## config.mk

```make
export PLATFORM = sky130hd
export DESIGN_NAME = matrix_scan_scheduler
export DESIGN_NICKNAME = d
export VERILOG_FILES = /design/src/rtl/matrix_scan_scheduler.sv
export SDC_FILE = /design/constraint.sdc
export NUM_CORES = 1
export LEC_CHECK = 0
export CAP_MARGIN = 20
export CORE_UTILIZATION = 30
export CTS_CLUSTER_SIZE = 8
export DETAILED_ROUTE_END_ITERATION = 12
export GPL_TIMING_DRIVEN = 0
export SETUP_SLACK_MARGIN = 0.1
export SYNTH_ARGS = -nofsm -noshare
export SYNTH_HDL_FRONTEND = slang
export SYNTH_SLANG_ARGS = --single-unit
```

## constraint.sdc

```tcl
create_clock -name clk -period 9.7 [get_ports clk]
set_clock_uncertainty 0.15 [all_clocks]
set_input_delay 2.425 -clock clk [delete_from_list [all_inputs] [get_ports clk]]
set_output_delay 2.425 -clock clk [all_outputs]
set_load 0.05 [all_outputs]
```

## src/rtl/matrix_scan_scheduler.sv

```systemverilog
`default_nettype none
// ===========================================================================
// matrix_scan_scheduler - double-buffered 16x16 2-bit LED matrix scan driver
// Revision: 1.0
// ===========================================================================
module matrix_scan_scheduler #(
  parameter int CLK_DIV = 100
) (
  input  logic       clk,
  input  logic       rst,
  input  logic       wr_valid,
  output logic       wr_ready,
  input  logic [3:0] wr_x,
  input  logic [3:0] wr_y,
  input  logic [1:0] wr_level,
  input  logic       swap_req,
  output logic       swap_ack,
  output logic       frame_start,
  output logic       sclk,
  output logic       serial_data,
  output logic       rclk,
  output logic       clear
);

  localparam logic [15:0] DIV_MAX    = 16'(CLK_DIV - 1);
  localparam logic [6:0]  STEP_LATCH = 7'd64;
  localparam logic [6:0]  STEP_LAST  = 7'd65;

  typedef enum logic [0:0] {
    ST_INIT = 1'b0,
    ST_RUN  = 1'b1
  } state_t;

  state_t      state;
  state_t      state_next;
  logic [7:0]  init_cnt;
  logic [15:0] div_cnt;
  logic        tick;
  logic [6:0]  step;
  logic [3:0]  row;
  logic [1:0]  phase;
  logic        front_sel;   // 0: bank A is front, 1: bank B is front
  logic        pending;
  logic        swap_exec;
  logic        frame_end;

  logic [1:0]  bank_a [256];
  logic [1:0]  bank_b [256];

  logic [4:0]  bit_idx;
  logic [7:0]  rd_addr;
  logic [1:0]  rd_level;
  logic        data_bit;
  logic [7:0]  wr_addr;

  assign tick      = (state == ST_RUN) && (div_cnt == DIV_MAX);
  assign frame_end = (step == STEP_LAST) && (row == 4'd15) && (phase == 2'd3);
  assign swap_exec = tick && frame_end && pending;

  // Anode bit i shows column 15-i, i.e. the bitwise inverse of the low nibble.
  assign bit_idx  = step[5:1];
  assign rd_addr  = {row, ~bit_idx[3:0]};
  assign rd_level = front_sel ? bank_b[rd_addr] : bank_a[rd_addr];
  assign data_bit = bit_idx[4] ? (bit_idx[3:0] != row) : (rd_level > phase);
  assign wr_addr  = {wr_y, wr_x};

  always_ff @(posedge clk or posedge rst) begin
    if (rst) begin
      state <= ST_INIT;
    end else begin
      state <= state_next;
    end
  end

  always_comb begin
    state_next  = state;
    wr_ready    = 1'b0;
    swap_ack    = 1'b0;
    frame_start = 1'b0;
    case (state)
      ST_INIT: begin
        if (init_cnt == 8'd255) begin
          state_next = ST_RUN;
        end
      end
      ST_RUN: begin
        wr_ready    = !swap_exec;
        swap_ack    = swap_exec;
        frame_start = tick && (step == 7'd0) && (row == 4'd0) && (phase == 2'd0);
      end
      default: state_next = ST_INIT;
    endcase
  end

  // Pixel storage has no reset; the INIT sweep clears both banks instead.
  always_ff @(posedge clk) begin
    if (state == ST_INIT) begin
      bank_a[init_cnt] <= 2'd0;
      bank_b[init_cnt] <= 2'd0;
    end else if (wr_valid && wr_ready) begin
      if (front_sel) begin
        bank_a[wr_addr] <= wr_level;
      end else begin
        bank_b[wr_addr] <= wr_level;
      end
    end
  end

  always_ff @(posedge clk or posedge rst) begin
    if (rst) begin
      init_cnt    <= 8'd0;
      div_cnt     <= 16'd0;
      step        <= 7'd0;
      row         <= 4'd0;
      phase       <= 2'd0;
      front_sel   <= 1'b0;
      pending     <= 1'b0;
      sclk        <= 1'b0;
      rclk        <= 1'b0;
      serial_data <= 1'b0;
      clear       <= 1'b0;
    end else begin
      clear   <= 1'b1;
      pending <= swap_req || (pending && !swap_exec);
      if (state == ST_INIT) begin
        init_cnt <= init_cnt + 8'd1;
        div_cnt  <= 16'd0;
      end else begin
        div_cnt <= tick ? 16'd0 : div_cnt + 16'd1;
      end
      if (tick) begin
        if (step < STEP_LATCH) begin
          sclk <= step[0];
          rclk <= 1'b0;
          if (!step[0]) begin
            serial_data <= data_bit;
          end
          step <= step + 7'd1;
        end else if (step == STEP_LATCH) begin
          rclk <= 1'b1;
          sclk <= 1'b0;
          step <= STEP_LAST;
        end else begin
          rclk <= 1'b0;
          step <= 7'd0;
          row  <= row + 4'd1;
          if (row == 4'd15) begin
            phase <= phase + 2'd1;
          end
          if (swap_exec) begin
            front_sel <= !front_sel;
          end
        end
      end
    end
  end

endmodule
`default_nettype wire

```

-- Word level (Yosys, flattened, before mapping)
Memory sizes are Yosys's and may differ from the RTL's.
Cells that the tools add are included.
- add/sub/neg operators: 5
- magnitude comparators: 2
- equality and inequality tests: 7
- multiplexer cells: 30
- bitwise operators: 4
- reductions and logical operators: 24
- operator list (cell ; count):
    $mux 16 ; 2
    $mux 1 ; 21
    $add 16x1->16 const B ; 1
    $eq 16x7->1 const B ; 1
    $mux 8 ; 2
    $eq 7x7->1 const B ; 2
    $mux 7 ; 2
    $logic_and 1x1->1 ; 10
    $add 8x1->8 const B ; 1
    $eq 8x8->1 const B ; 1
    $reduce_and 4->1 ; 2
    $add 7x1->7 const B ; 1
    $logic_not 7->1 ; 1
    $lt 7x7->1 const B ; 1
    $mux 2 ; 3
    $reduce_and 3->1 ; 2
    $add 4x1->4 const B ; 1
    $eq 4x4->1 const B ; 1
    $logic_not 4->1 ; 1
    $ne 4x4->1 ; 1
    $not 4->4 ; 1
    $reduce_or 2->1 ; 2
    $not 1->1 ; 3
    $add 2x1->2 const B ; 1
    other kinds (7) ; 8
- flip-flop bits (word level): 44
- bits in writable memories: 1024
- bits of input ports: 14
- word-level logic and storage cells: 86
- memories kept: 2
- memory list (name ; words ; bits a word ; read ports ; clocked after Yosys merged registers in ; write ports ; line ; text):
    bank_a ; 256 ; 2 ; 1 ; 0 ; 1 ; 47 ; logic [1:0] bank_a [256];
    bank_b ; 256 ; 2 ; 1 ; 0 ; 1 ; 48 ; logic [1:0] bank_b [256];

-- Logic depth before layout (Yosys ltp)
- depth after elaboration: 13
- depth in mapped cells: 19

-- Worst setup path before layout
Ideal clock, no wire load.
- path kind: in2reg
- start: input port wr_valid
- end: memory bank_a[0][0] (data pin)
- arrival time: 6.820 ns
- required time: 8.683 ns
- path slack: 1.863 ns
- stages: 5
- buffers on the path: 2
- path through: nand2_1 > a311oi_4 > clkbuf_1 > clkbuf_1 > and2_1
- longest elaborated chain between the ends: 6
- RTL lines (item ; line ; text):
    start, declared ; 11 ; input logic wr_valid,
    $logic_and 1x1->1 ; 100 ; end else if (wr_valid && wr_ready) begin
    $mux 1 ; 100 ;
    $mux 1 ; 97 ; if (state == ST_INIT) begin
    $mux 1 (not written as such) ; 102 ; bank_a[wr_addr] <= wr_level;
    $reduce_or 2->1 (no line) ; - ;
    $mux 2 (no line) ; - ;
    end, declared ; 47 ;
Every way passes these cells.

-- Worst setup path in the final report
- start: register step[1]
- end: output port wr_ready
- longest elaborated chain between the ends: 7
- RTL lines (item ; line ; text):
    start, declared ; 39 ; logic [6:0] step;
    start signal, assigned ; 138 ; step <= step + 7'd1;
    $eq 7x7->1 ; 57 ; assign frame_end = (step == STEP_LAST) && (row == 4'd15) && (phase == 2'd3);
    $logic_and 1x1->1 (2 in series) ; 57 ;
    $logic_and 1x1->1 (2 in series) ; 58 ; assign swap_exec = tick && frame_end && pending;
    $logic_not 1->1 ; 87 ; wr_ready = !swap_exec;
    $mux 1 ; 80 ; case (state)
    end, declared ; 12 ; output logic wr_ready,
Every way passes these cells.

==> results.md <==
- Die area: 0.153 mm²
- Sequential cell area fraction in the yosys report: 70.1%
- Area grow syn2layout: 16.8%
- Max Slew Vio Count: 0
- Final Util: 35.3%
- Initial antenna violation count: 8
- Fin crit share: 73.9%
- CP arrival: 4.59 ns
- CP max FO: 10
- Max rail drop VDD: 0.152 mV
- Clock Tree Root: clkbuf_16
- CP peak stage delay: 0.81 ns
- Critical path class: reg2out
- Largest family of logic cells by synthesized area: multiplexers
- Post-route DRC: 0
- Layout cell share with drive strength beyond 1: 19.8%
- Nets: 3,027
- Core area: 0.150 mm²
- Final WS setup: 2.54 ns
- Initial core utilization: 30.3%
- Mapped cell area: 0.0454 mm²
- Post-CTS Resized: 0
- Clk slew on worst S/H paths: 0.05 ns
- Commonest non-fill, non-tap cells in the layout: 1,024 x edfxtp_1, 550 x nor2_1, 226 x mux4_2
- Vias per inst: 5.49
- CP Launch Type: flop
- Total power: 9.82 mW
- Seq. cell area: 0.0319 mm²
- Relative slew slack: 22.1%
- Setup violators final: 0
- CP cell instances: buf_4 > buf_4 > buf_4 > buf_4 > buf_4 > inv_1 > ha_1 > nand2_1 > nor4_4 > nand3_2 > inv_1 > nor2_1 > clkdlybuf4s50_1
- Ant diodes: 0
- CTS tree: yes
- Largest net degree at the start of global routing: 97
- Setup TNS: 0 ns
- Primary FF master, synth: edfxtp_1
- Placer Congestion: 0.968
- I/O pins: 21
- Worst slack, placed: 3.32 ns
- Routed WL: 149,000 µm
- Clk buf depth: 3
- Leakage: 13.2 nW
- Endpoints failing hold: 0
- Clk Latency, worst-skew pair: 0.76 ns
- Synth Net Count: 2,819
- Post-Synth Adder-Cell Area: 0.303%
- Post-route insts no fill: 5,073
- Die height: 391 µm
- Worst EP required: 7.13 ns
- Post-synth ARST share: 4.12%
- Mux cell area share after synthesis: 14.6%
- Synth Area in Compound Gates: 4.44%
- Grt ovf: 0
- Synthesis Warnings: 0
- Simple-Gate Fraction of Synth Area: 7.57%
- Min Tclk post-route: 7.16 ns
- Filler instances: 14,200
- Vias: 27,800
- Leading cell type in the layout, fill and taps excluded: edfxtp_1
- Detailed-placement wirelength estimate: 101,000 µm
- Status: complete, no violations
- Yosys reg bits: 1,068
- RSZ-0062 raised after global routing: false
- Core Rows: 142
- Buf+Inv Stages, Crit Path: 8
- Worst setup EP type: output port
- Library cells used by synthesis: 61
- Slowest CP cell: clkdlybuf4s50_1
- DP Cell Count: 4,863
- Cell mode on critical path: buf_4
- DRT Pass-1 Iters: 8
- Cells after Synth: 2,794
- Area used by multi-input combinational logic: 0.0125 mm²
- Xor/xnor share of the synthesized area: 0.521%
- Die width: 391 µm
- Fmax: 140 MHz
- Post-synth EDFFs: 1,024
- Final ANT Viol Nets: 0
- Max Cap Viol: 0
- Delay-heaviest family, CP: buffers and inverters
- Cell area power density: 185 mW/mm²
- Total track usage: 19.4%
- Number of I/O port buffers: 20
- Syn avg cell area: 16.3 µm²
- Hold buffer count at cts: 0
- Worst-margin pin slew: 1.16 ns
- Setup Buffers After CTS: 0
- # clock sinks: 1,068
- H-tree depth: 4
- Worst hold path class: reg2reg
- Num CTS Buffers: 152
- First-pass GRT wire length: 208,000 µm
- Iteration-0 DRC Markers: 4,046
- Vias in the first global route: 27,700
- Drt wl/cell: 29.4 µm
==> report_power, final <==
group	internal [mW]	total, mW	switching [mW]
clock	2.90	4.81	1.91
combinational	0.00808	0.0279	0.0198
sequential	4.99	4.99	0.0000756
total	7.89	9.82	1.93
==> registers in the layout, indices dropped and copies added (netlist names), 2 cells and up <==
register,flops
phase,2
step,7
init_cnt,8
div_cnt,16
row,4
bank_a,512
bank_b,512
==> cell usage after synthesis (all sizes together), types with 9 or more instances <==
| cell type | count | area [µm²] |
|---|---|---|
| a211o | 9 | 78.8 |
| a211oi | 14 | 105 |
| a21oi | 58 | 290 |
| a221oi | 14 | 123 |
| a31oi | 18 | 150 |
| buf | 139 | 848 |
| clkbuf | 56 | 210 |
| dfrtp | 44 | 1100 |
| edfxtp | 1024 | 30700 |
| ha | 11 | 138 |
| inv | 15 | 56.3 |
| mux2i | 145 | 1450 |
| mux4 | 226 | 5090 |
| nand2 | 127 | 482 |
| nand2b | 14 | 87.6 |
| nand3 | 28 | 145 |
| nand4 | 16 | 100 |
| nor2 | 551 | 2070 |
| nor2b | 16 | 100 |
| nor3 | 36 | 185 |
| o21ai | 46 | 245 |
| o221ai | 50 | 438 |
| o22ai | 23 | 144 |
| o31ai | 12 | 123 |
| xnor2 | 19 | 166 |
==> final timing paths <==
kind	from	end	slack, ns	cells after the start
min in group asynchronous	rst	div_cnt[14]	1.80	2
min	div_cnt[0]	div_cnt[0]	0.34	1
max	step[1]	wr_ready	2.54	13
max reg2reg	step[1]	bank_a[171][0]	3.92	16
min reg2reg	div_cnt[0]	div_cnt[0]	0.34	1
max in group asynchronous	rst	pending	7.08	3
==> cell type report <==
class | count | share of cell area (%)
Buffer | 195 | 2.00
Clock buffer | 200 | 7.71
Clock inverter | 9 | 0.208
Inverter | 15 | 0.106
Multi-Input combinational cell | 1516 | 23.5
Sequential cell | 1068 | 60.0
Tap cell | 2016 | 4.76
Timing Repair Buffer | 54 | 1.67
==> kinds of logic after synthesis <==
family,count (synthesis)
xor+xnor,27
other cells,1
compound gates,275
mux,378
flops,1068
fa+ha+maj,11
buf+inv,210
simple gates,824
==> metrics by stage <==
step | hold slack [ns] | cell area, µm²
after global routing | 0.383 | 53000
after CTS | 0.342 | 53000
after floorplan | 0.305 | 45400
after global placement | 0.326 | 48100
final | 0.343 | 53000
after detailed placement | 0.331 | 48800
==> worst register-to-register path, cell delays in order, from the launching register on <==
cell and delay [ns]:
dfrtp_1 0.36, buf_4 0.26, buf_4 0.34, buf_4 0.43, buf_4 0.42, buf_4 0.34, inv_1 0.12, ha_1 0.19
nand2_1 0.12, nor4_4 0.09, a311oi_4 0.57, buf_4 0.32, nand2_1 0.10, o21ai_0 0.29, nand2_1 0.58, buf_2 0.46
nor2_1 0.31
==> metal layers <==
metal  vias to the layer above  part of all wire [%]  global-route usage, %  routed length, µm
met2                      1641                    47                   30.8              69500
met1                     14600                    39                   25.5              58300
met5                         -                 0.033                      0                 49
li1                      11300                     -                      -                  -
met4                         6                   3.9                   7.71               5770
met3                       308                    10                   4.51              15400
(Power assumes the default switching activity.)
